File: src/rtl/fetch_prefetch_unit_pkg.sv
// Shared constants and queue entry layout for the instruction fetch front end.
package fetch_prefetch_unit_pkg;

  localparam logic [31:0] NOP              = 32'h0000_0000;
  localparam logic [31:0] FOUR             = 32'd4;
  localparam logic [31:0] DEFAULT_RESET_PC = 32'h0000_0000;

  // One prefetch queue slot: fetched instruction and the address following it.
  typedef struct packed {
    logic [31:0] instr;
    logic [31:0] pc_plus_4;
  } fetch_entry_t;

  localparam int unsigned ENTRY_W = $bits(fetch_entry_t);

endpackage

File: src/rtl/fetch_prefetch_unit_if.sv
// Instruction memory request/response channel between fetch (master) and imem (slave).
interface fetch_prefetch_unit_if;

  logic        imem_req;
  logic [31:0] imem_addr;
  logic        imem_gnt;
  logic        imem_rvalid;
  logic [31:0] imem_rdata;

  modport master (
    output imem_req, imem_addr,
    input  imem_gnt, imem_rvalid, imem_rdata
  );

  modport slave (
    input  imem_req, imem_addr,
    output imem_gnt, imem_rvalid, imem_rdata
  );

endinterface

File: src/rtl/fetch_prefetch_unit_fifo.sv
// Synchronous in-order FIFO with registered storage, no bypass, and a clear that wins over push/pop.
module fetch_fifo #(
  parameter int unsigned WIDTH = 64,
  parameter int unsigned DEPTH = 4
) (
  input  logic                         clk,
  input  logic                         rst_n,
  input  logic                         push,
  input  logic [WIDTH-1:0]             push_data,
  input  logic                         pop,
  input  logic                         clear,
  output logic                         full,
  output logic                         empty,
  output logic [$clog2(DEPTH+1)-1:0]   count,
  output logic [WIDTH-1:0]             head
);

  localparam int unsigned AW = $clog2(DEPTH);
  localparam int unsigned CW = $clog2(DEPTH + 1);

  logic [WIDTH-1:0] mem [DEPTH];
  logic [AW-1:0]    wr_ptr;
  logic [AW-1:0]    rd_ptr;
  logic             do_push;
  logic             do_pop;

  assign full    = (count == CW'(DEPTH));
  assign empty   = (count == '0);
  assign do_push = push && !full;
  assign do_pop  = pop && !empty;
  assign head    = mem[rd_ptr];

  always_ff @(posedge clk or negedge rst_n) begin
    if (!rst_n) begin
      wr_ptr <= '0;
      rd_ptr <= '0;
      count  <= '0;
    end else if (clear) begin
      wr_ptr <= '0;
      rd_ptr <= '0;
      count  <= '0;
    end else begin
      if (do_push) wr_ptr <= wr_ptr + AW'(1);
      if (do_pop)  rd_ptr <= rd_ptr + AW'(1);
      count <= count + CW'(do_push) - CW'(do_pop);
    end
  end

  // Storage needs no reset: slots are only read once counted valid.
  always_ff @(posedge clk) begin
    if (do_push && !clear) mem[wr_ptr] <= push_data;
  end

endmodule

File: src/rtl/fetch_prefetch_unit.sv
// Fetch front end: owns the PC, issues credit-checked imem requests and presents the prefetch queue head to IF/ID.
module fetch_prefetch_unit
  import fetch_prefetch_unit_pkg::*;
#(
  parameter int unsigned DEPTH           = 4,
  parameter int unsigned MAX_OUTSTANDING = 2,
  parameter logic [31:0] RESET_PC        = DEFAULT_RESET_PC
) (
  input  logic                         clk,
  input  logic                         rst,
  fetch_prefetch_unit_if.master        imem,
  input  logic                         redirect,
  input  logic [31:0]                  redirect_pc,
  input  logic                         stall,
  output logic                         if_valid,
  output logic [31:0]                  if_instruction,
  output logic [31:0]                  if_pc_plus_4,
  output logic [3:0]                   if_pc_page
);

  localparam int unsigned OW = $clog2(MAX_OUTSTANDING + 1);
  localparam int unsigned CW = $clog2(DEPTH + 1);
  localparam int unsigned SW = CW + 1;

  logic [31:0]   pc;
  logic [31:0]   resp_pc;
  logic [31:0]   target_pc;
  logic [31:0]   head_pc;
  logic [OW-1:0] outstanding;
  logic [OW-1:0] drop_cnt;
  logic          fetch_en;
  logic [CW-1:0] count;
  logic          fifo_empty;
  logic          fifo_full;
  logic          resp;
  logic          keep;
  logic          issue;
  logic          pop;
  logic          credit_ok;
  fetch_entry_t  head;
  fetch_entry_t  push_entry;

  // Credit check counts in-flight requests against free queue slots; same-cycle pops are not credited.
  always_comb begin
    resp           = imem.imem_rvalid && (outstanding != '0);
    credit_ok      = (SW'(count) + SW'(outstanding)) < SW'(DEPTH);
    imem.imem_req  = fetch_en && !redirect && (outstanding < OW'(MAX_OUTSTANDING)) && credit_ok;
    issue          = imem.imem_req && imem.imem_gnt;
    keep           = resp && !redirect && (drop_cnt == '0);
    pop            = !fifo_empty && !stall && !redirect;
    target_pc      = {redirect_pc[31:2], 2'b00};
    push_entry     = '{instr: imem.imem_rdata, pc_plus_4: resp_pc + FOUR};
  end

  assign imem.imem_addr = pc;

  // resp_pc tracks the address of the next response that will be kept.
  always_ff @(posedge clk or negedge rst) begin
    if (!rst) begin
      pc          <= RESET_PC;
      resp_pc     <= RESET_PC;
      outstanding <= '0;
      drop_cnt    <= '0;
      fetch_en    <= 1'b0;
    end else begin
      fetch_en <= 1'b1;
      if (redirect) begin
        pc          <= target_pc;
        resp_pc     <= target_pc;
        outstanding <= outstanding - OW'(resp);
        drop_cnt    <= outstanding - OW'(resp);
      end else begin
        if (issue) pc <= pc + FOUR;
        if (keep)  resp_pc <= resp_pc + FOUR;
        outstanding <= outstanding + OW'(issue) - OW'(resp);
        if (resp && (drop_cnt != '0)) drop_cnt <= drop_cnt - OW'(1);
      end
    end
  end

  fetch_fifo #(
    .WIDTH (ENTRY_W),
    .DEPTH (DEPTH)
  ) u_fifo (
    .clk       (clk),
    .rst_n     (rst),
    .push      (keep && !fifo_full),
    .push_data (push_entry),
    .pop       (pop),
    .clear     (redirect),
    .full      (fifo_full),
    .empty     (fifo_empty),
    .count     (count),
    .head      (head)
  );

  always_comb begin
    head_pc        = head.pc_plus_4 - FOUR;
    if_valid       = !fifo_empty;
    if_instruction = if_valid ? head.instr : NOP;
    if_pc_plus_4   = if_valid ? head.pc_plus_4 : 32'h0;
    if_pc_page     = if_valid ? head_pc[31:28] : 4'h0;
  end

endmodule

File: src/flat_wrapper.sv
// flat-port wrapper written by rule: the top's interface ports become plain ports
module fetch_prefetch_unit_flat import fetch_prefetch_unit_pkg::*;
#(
  parameter int unsigned DEPTH           = 4,
  parameter int unsigned MAX_OUTSTANDING = 2,
  parameter logic [31:0] RESET_PC        = DEFAULT_RESET_PC
)
  (clk, rst, redirect, redirect_pc, stall, if_valid, if_instruction, if_pc_plus_4, if_pc_page, imem_imem_req, imem_imem_addr, imem_imem_gnt, imem_imem_rvalid, imem_imem_rdata);
  fetch_prefetch_unit_if imem_i ();
  input  logic clk;
  input  logic rst;
  input  logic redirect;
  input  logic [31:0] redirect_pc;
  input  logic stall;
  output logic if_valid;
  output logic [31:0] if_instruction;
  output logic [31:0] if_pc_plus_4;
  output logic [3:0] if_pc_page;
  output wire logic [$bits(imem_i.imem_req)-1:0] imem_imem_req;
  output wire logic [$bits(imem_i.imem_addr)-1:0] imem_imem_addr;
  input wire logic [$bits(imem_i.imem_gnt)-1:0] imem_imem_gnt;
  input wire logic [$bits(imem_i.imem_rvalid)-1:0] imem_imem_rvalid;
  input wire logic [$bits(imem_i.imem_rdata)-1:0] imem_imem_rdata;
  assign imem_imem_req = imem_i.imem_req;
  assign imem_imem_addr = imem_i.imem_addr;
  assign imem_i.imem_gnt = imem_imem_gnt;
  assign imem_i.imem_rvalid = imem_imem_rvalid;
  assign imem_i.imem_rdata = imem_imem_rdata;
  fetch_prefetch_unit #(.DEPTH(DEPTH), .MAX_OUTSTANDING(MAX_OUTSTANDING), .RESET_PC(RESET_PC)) u_core (.clk(clk), .rst(rst), .imem(imem_i), .redirect(redirect), .redirect_pc(redirect_pc), .stall(stall), .if_valid(if_valid), .if_instruction(if_instruction), .if_pc_plus_4(if_pc_plus_4), .if_pc_page(if_pc_page));
endmodule
File: config.mk
export PLATFORM = sky130hd
export DESIGN_NAME = fetch_prefetch_unit_flat
export DESIGN_NICKNAME = d
export VERILOG_FILES = /design/src/rtl/fetch_prefetch_unit_pkg.sv /design/src/rtl/fetch_prefetch_unit_if.sv /design/src/rtl/fetch_prefetch_unit_fifo.sv /design/src/rtl/fetch_prefetch_unit.sv /design/src/flat_wrapper.sv
export SDC_FILE = /design/constraint.sdc
export NUM_CORES = 1
export LEC_CHECK = 0
export CAP_MARGIN = 25
export CELL_PAD_IN_SITES_DETAIL_PLACEMENT = 0
export CELL_PAD_IN_SITES_GLOBAL_PLACEMENT = 1
export CORE_UTILIZATION = 53
export DETAILED_ROUTE_END_ITERATION = 16
export DONT_BUFFER_PORTS = 1
export PLACE_DENSITY_LB_ADDON = 0.1
export SLEW_MARGIN = 20
export SYNTH_ARGS = -nofsm -noshare
export SYNTH_HDL_FRONTEND = slang
export SYNTH_SLANG_ARGS = --single-unit
export TNS_END_PERCENT = 100
File: constraint.sdc
create_clock -name clk -period 4.8 [get_ports clk]
set_input_delay 1.44 -clock clk [delete_from_list [all_inputs] [get_ports clk]]
set_output_delay 1.44 -clock clk [all_outputs]
set_load 0.02 [all_outputs]
Yosys cells after proc, flatten, opt, wreduce, memory -nomap -nowiden
Memories as Yosys holds them, arrays and structs flattened. Cells that the tools add are included.

Register bits: 76. Memory bits (writable): 256. Input port bits: 70. Output and inout bits: 102. Word-level logic and storage cells: 68. Memories kept: 1.

$add $sub $neg: 12. Order comparisons: 2. Equality and inequality tests: 1. Multiplexer cells: 17. Reductions and logical operators: 27.

Memories: u_core.u_fifo.mem (words 4, width 64, rd ports 1, clocked after memory_dff 0, wr ports 1, line fetch_prefetch_unit_fifo.sv:21) `logic [WIDTH-1:0] mem [DEPTH];`.

Operator list (number): $mux 32 (6); $add 32x3->32 const B (2); $sub 32x3->32 const B (1); $logic_and 1x1->1 (14); $mux 2 (7); $reduce_bool 2->1 (7); $add 2x1->2 const B (2); $add 3x2->4 (1); $logic_not 1->1 (4); $lt 4x3->1 const B (1); $mux 4 (1); $sub 2x1->2 (2); $add 3x1->3 (1); $eq 3x3->1 const B (1); $logic_not 3->1 (1); $mux 3 (1); $sub 3x1->3 (1); $add 2x1->2 (1); $logic_not 2->1 (1); $lt 2x2->1 const B (1); $mux 1 (2); $sub 2x1->2 const B (1).

Longest topological paths before layout
Depth in word-level cells: 9. Gate-level depth with buffers: 12. Depth with buffers taken out: 12.

Hierarchy
Synthesis repeated with hierarchy kept, for this count alone.

Cells, all modules: 1001. Area total of the unflattened synthesis: 14740.4 sq um.

Modules (own cells, without submodules): fetch_fifo (instances 1, cells each 382, area an instance 9678.0 sq um, sequential area each 7862.5 sq um); fetch_prefetch_unit (instances 1, cells each 619, area an instance 5062.4 sq um, sequential area each 1626.6 sq um).

Worst setup path after synthesis
Ideal clock, no wire load.

Path type: input port to flip-flop. Start point: in imem_imem_rvalid. End point: mem u_core.u_fifo.mem[0][10] (enable). Setup time: 0.426 ns. Arrival: 3.902 ns. Required time: 4.374 ns. Path slack: 0.471 ns. Stages on the path: 5. Buffers on the path: 0. Cell sequence: o21ai_1 inv_2 nand2_1 a211oi_1 and2_1.

Word-level cells in the longest chain between the ends: 8.

RTL lines: start: declaration (line flat_wrapper.sv:22) `input wire logic [$bits(imem_i.imem_rvalid)-1:0] imem_imem_rvalid;`; $logic_and 1x1->1 (line fetch_prefetch_unit.sv:45) `resp = imem.imem_rvalid && (outstanding != '0);`; $logic_and 1x1->1 (2 in a row) (line fetch_prefetch_unit.sv:49) `keep = resp && !redirect && (drop_cnt == '0);`; $logic_and 1x1->1 (line fetch_prefetch_unit.sv:87) `.push (keep && !fifo_full),`; $logic_and 1x1->1 (line fetch_prefetch_unit_fifo.sv:29) `assign do_push = push && !full;`; $logic_and 1x1->1 (line fetch_prefetch_unit_fifo.sv:51) `if (do_push && !clear) mem[wr_ptr] <= push_data;`; $mux 1 (line fetch_prefetch_unit_fifo.sv:51); $mux 1 (implied by the code) (line fetch_prefetch_unit_fifo.sv:51); end: declaration (line fetch_prefetch_unit_fifo.sv:21).

Every way passes these cells.

Worst setup path after layout
Start point: reg u_core.u_fifo.rd_ptr[0]. End point: out if_pc_page[3].

Word-level cells in the longest chain between the ends: 3.

RTL lines: start: declaration (line fetch_prefetch_unit_fifo.sv:23) `logic [AW-1:0] rd_ptr;`; start signal: assignment (line fetch_prefetch_unit_fifo.sv:44) `if (do_pop) rd_ptr <= rd_ptr + AW'(1);`; $mem_v2 4x64; $sub 32x3->32 (line fetch_prefetch_unit.sv:98) `head_pc = head.pc_plus_4 - FOUR;`; $mux 4 (line fetch_prefetch_unit.sv:102) `if_pc_page = if_valid ? head_pc[31:28] : 4'h0;`; end: declaration (line flat_wrapper.sv:18) `output logic [3:0] if_pc_page;`.

Every way passes these cells.

==> impl_metrics.json <==
{
  "worstHoldStart": "u_core.u_fifo.wr_ptr[0]$_DFFE_PN0P_",
  "cp_top_family": "simple AND/OR/NAND/NOR gates",
  "cts_hold_buf": 0,
  "diodes": 0,
  "dieWidth_um": 164.1,
  "mostFrequentLayoutCells": "edfxtp_1, dfrtp_1, and2_1",
  "synthMuxAreaShare": 0.1155,
  "final_cell_area_mm2": 0.01570,
  "tightest_slew_ns": 0.8791,
  "mostFrequentLayoutCell": "edfxtp_1",
  "cts_inserted_buffers": 34,
  "path_buf_inv": 1,
  "cts_buffer_depth": 3,
  "final_antenna_net_count": 0,
  "firstDrtPassIters": 7,
  "power_density_mw_per_mm2": 510.7,
  "synth-xor-area-share": 0.04591,
  "rows": 58,
  "min_to": "u_core.u_fifo.wr_ptr[0]$_DFFE_PN0P_",
  "hp-class": "flip-flop to flip-flop",
  "fmax_mhz": 211.9,
  "outcome": "finished clean",
  "period_needed_ns": 4.718,
  "fin_crit_sh": 0.9830,
  "slowest_delay_ns": 0.56,
  "startpoint_type": "flip-flop",
  "nets": 1028,
  "gr-usage-all-layers": 0.2076,
  "p_leak_uw": 0.005346,
  "slowest_stage": "or4_4",
  "synth.distinct_cells": 48,
  "ys_ff_latch": 320,
  "gr-total-overflow": 0,
  "viasPerCell": 5.865,
  "grt_pass1_vias": 7747,
  "wl_um": 27360,
  "synthAdderAreaFrac": 0.01222,
  "placedInstanceArea_mm2": 0.01437,
  "gp_congestion": 0.7869,
  "path_class": "flip-flop to output port",
  "cts_root_buffer": "clkbuf_16",
  "yosys.area.top_type": "edfxtp_1",
  "vias": 7607,
  "clk_pin_slew_ns": 0.06,
  "synth_top_family_by_area": "multiplexers",
  "maxSlewViolCount": 0,
  "die-area_mm2": 0.02693,
  "reg2reg_to": "u_core.imem.imem_addr[30]$_DFFE_PN0P_",
  "required_ns": 3.36,
  "ys_seq_area_frac": 0.6642,
  "synth_compound_area_frac": 0.03702,
  "drive_gt1_frac": 0.1954,
  "core_area_mm2": 0.02547,
  "portBuffers": 0,
  "synth_ff_type": "edfxtp_1",
  "wl_per_cell_um": 21.09,
  "r2r_start": "u_core.imem.imem_addr[2]$_DFFE_PN0P_",
  "hpwl_um": 17590,
  "hold_viol_final": 0,
  "rsz0062_at_grt": "yes",
  "reg2reg_slack_ns": 2.04,
  "ir_worst_vdd_v": 0.0003378,
  "grt_first_pass_wirelength_um": 42740,
  "ys_warn_count": 0,
  "start_util": 0.5467,
  "synth-edff-count": 248,
  "ioPinCount": 172,
  "synthTopCellsByArea": "edfxtp_1, dfrtp_1, mux4_2",
  "synthSimpleGateAreaFrac": 0.1033,
  "post-route-util": 0.6164,
  "syn_inst": 909,
  "antenna_found_initial": 0,
  "arrival_ns": 3.28,
  "die_h_um": 164.1,
  "path_cells": "buf_12, mux4_2, or4_4, or4_4, nor3_4, mux2_4",
  "crit_path_frequent_cell": "or4_4",
  "cts_sinks": 320,
  "maxCapViolations": 0,
  "path_max_fanout": 8,
  "grt_start_max_net_pins": 73,
  "first_iter_violations": 575,
  "finalClockSkew_ns": 0.01253,
  "reg2regPathDepth": 7,
  "setup_viol": 0,
  "cts_max_level": 2,
  "drc_errors": 0,
  "async_flop_share": 0.2250,
  "syn_to_final_growth_pct": 12.75,
  "min_delay_path_depth": 1,
  "relSlewSlack": 0.4085,
  "cts_tree": "done",
  "clk_latency_ns": 0.50,
  "end_kind": "output port",
  "synth_top_area_frac": 0.5348,
  "synth_area_mm2": 0.01393,
  "syn-mean-instance-area_um2": 15.32
}
==> cell usage after synthesis, types with 8 or more instances <==
cell	count
ha_1	12
o21ai_0	8
nor3_1	12
and3_1	16
inv_1	15
o311ai_1	11
nand3_1	36
dfrtp_1	72
nor2_1	35
and2_1	73
mux4_2	56
edfxtp_1	248
nand4_1	17
nand2_1	61
xnor2_1	48
a21oi_1	9
xor2_1	25
a31oi_1	11
o211ai_1	9
o21ai_1	30
mux2_2	15
clkbuf_1	34
==> sequential cells by signal, summed over array words and instances, names as in the netlist <==
register	cells
u_core.u_fifo.mem	248
u_core.imem.imem_addr	30
u_core.u_fifo.wr_ptr	2
u_core.outstanding	2
u_core.resp_pc	30
u_core.u_fifo.count	3
u_core.u_fifo.rd_ptr	2
u_core.fetch_en	1
u_core.drop_cnt	2
==> metal layers <==
layer	up-vias	part of all wire	track usage
met5	-	0	0
met4	0	0.012	0.04419
met3	29	0.072	0.04495
met2	242	0.48	0.3358
met1	3833	0.43	0.2905
li1	3503	-	-
==> cell type report <==
cell class,instances,area (um2)
fillers,1891,9771
flip-flops and latches,320,9256
multi-input cells,526,4436
clock buffers,41,898.4
repair buffers,46,422.9
well taps,330,412.9
clock inverters,17,211.5
inverters,17,63.81
==> metrics by stage <==
stage	setup WS (ns)	setup TNS (ns)	power, uW	hold slack, ns	std cells
2_1_floorplan	0.4711	0	4948	0.5033	912
5_1_grt	-0.004361	-0.004361	8401	0.6039	1297
3_5_place_dp	0.2814	0	5362	0.5495	1218
4_1_cts	0.003177	0	8049	0.5628	1285
3_3_place_gp	0.2811	0	5317	0.5244	1218
6_report	0.08181	0	8019	0.5602	1297
==> where the power goes <==
part	internal, uW	switching [uW]
Sequential	3170	189
Combinational	804	1260
Clock	1600	996
==> how the worst max path moves through the flow <==
stage                                             start                                 end  slack (ns)  cells after the start
floorplan                              imem_imem_rvalid  u_core.u_fifo.mem[0][10]$_DFFE_PP_        0.47                      5
global placement    u_core.u_fifo.rd_ptr[0]$_DFFE_PN0P_                       if_pc_page[3]        0.28                      7
CTS                 u_core.u_fifo.rd_ptr[0]$_DFFE_PN0P_                       if_pc_page[3]       0.003                      7
detailed placement  u_core.u_fifo.rd_ptr[0]$_DFFE_PN0P_                       if_pc_page[3]        0.28                      7
global route        u_core.u_fifo.rd_ptr[0]$_DFFE_PN0P_                       if_pc_page[3]      -0.004                      7
finish              u_core.u_fifo.rd_ptr[0]$_DFFE_PN0P_                       if_pc_page[3]        0.08                      6
==> kinds of logic after synthesis <==
family,Yosys count
flip-flops,320
AND/OR/NAND/NOR,272
AO/OA/AOI/OAI,84
multiplexers,79
XOR/XNOR,73
buffers and inverters,66
adder cells (fa/ha/maj),13
other,2
==> repair_timing <==
item	in CTS	in global routing
setup buffers	10	11
pin swaps	6	5
gates resized for setup	11	8
setup endpoints to repair	4	2
Power figures use the tool's default switching activity.
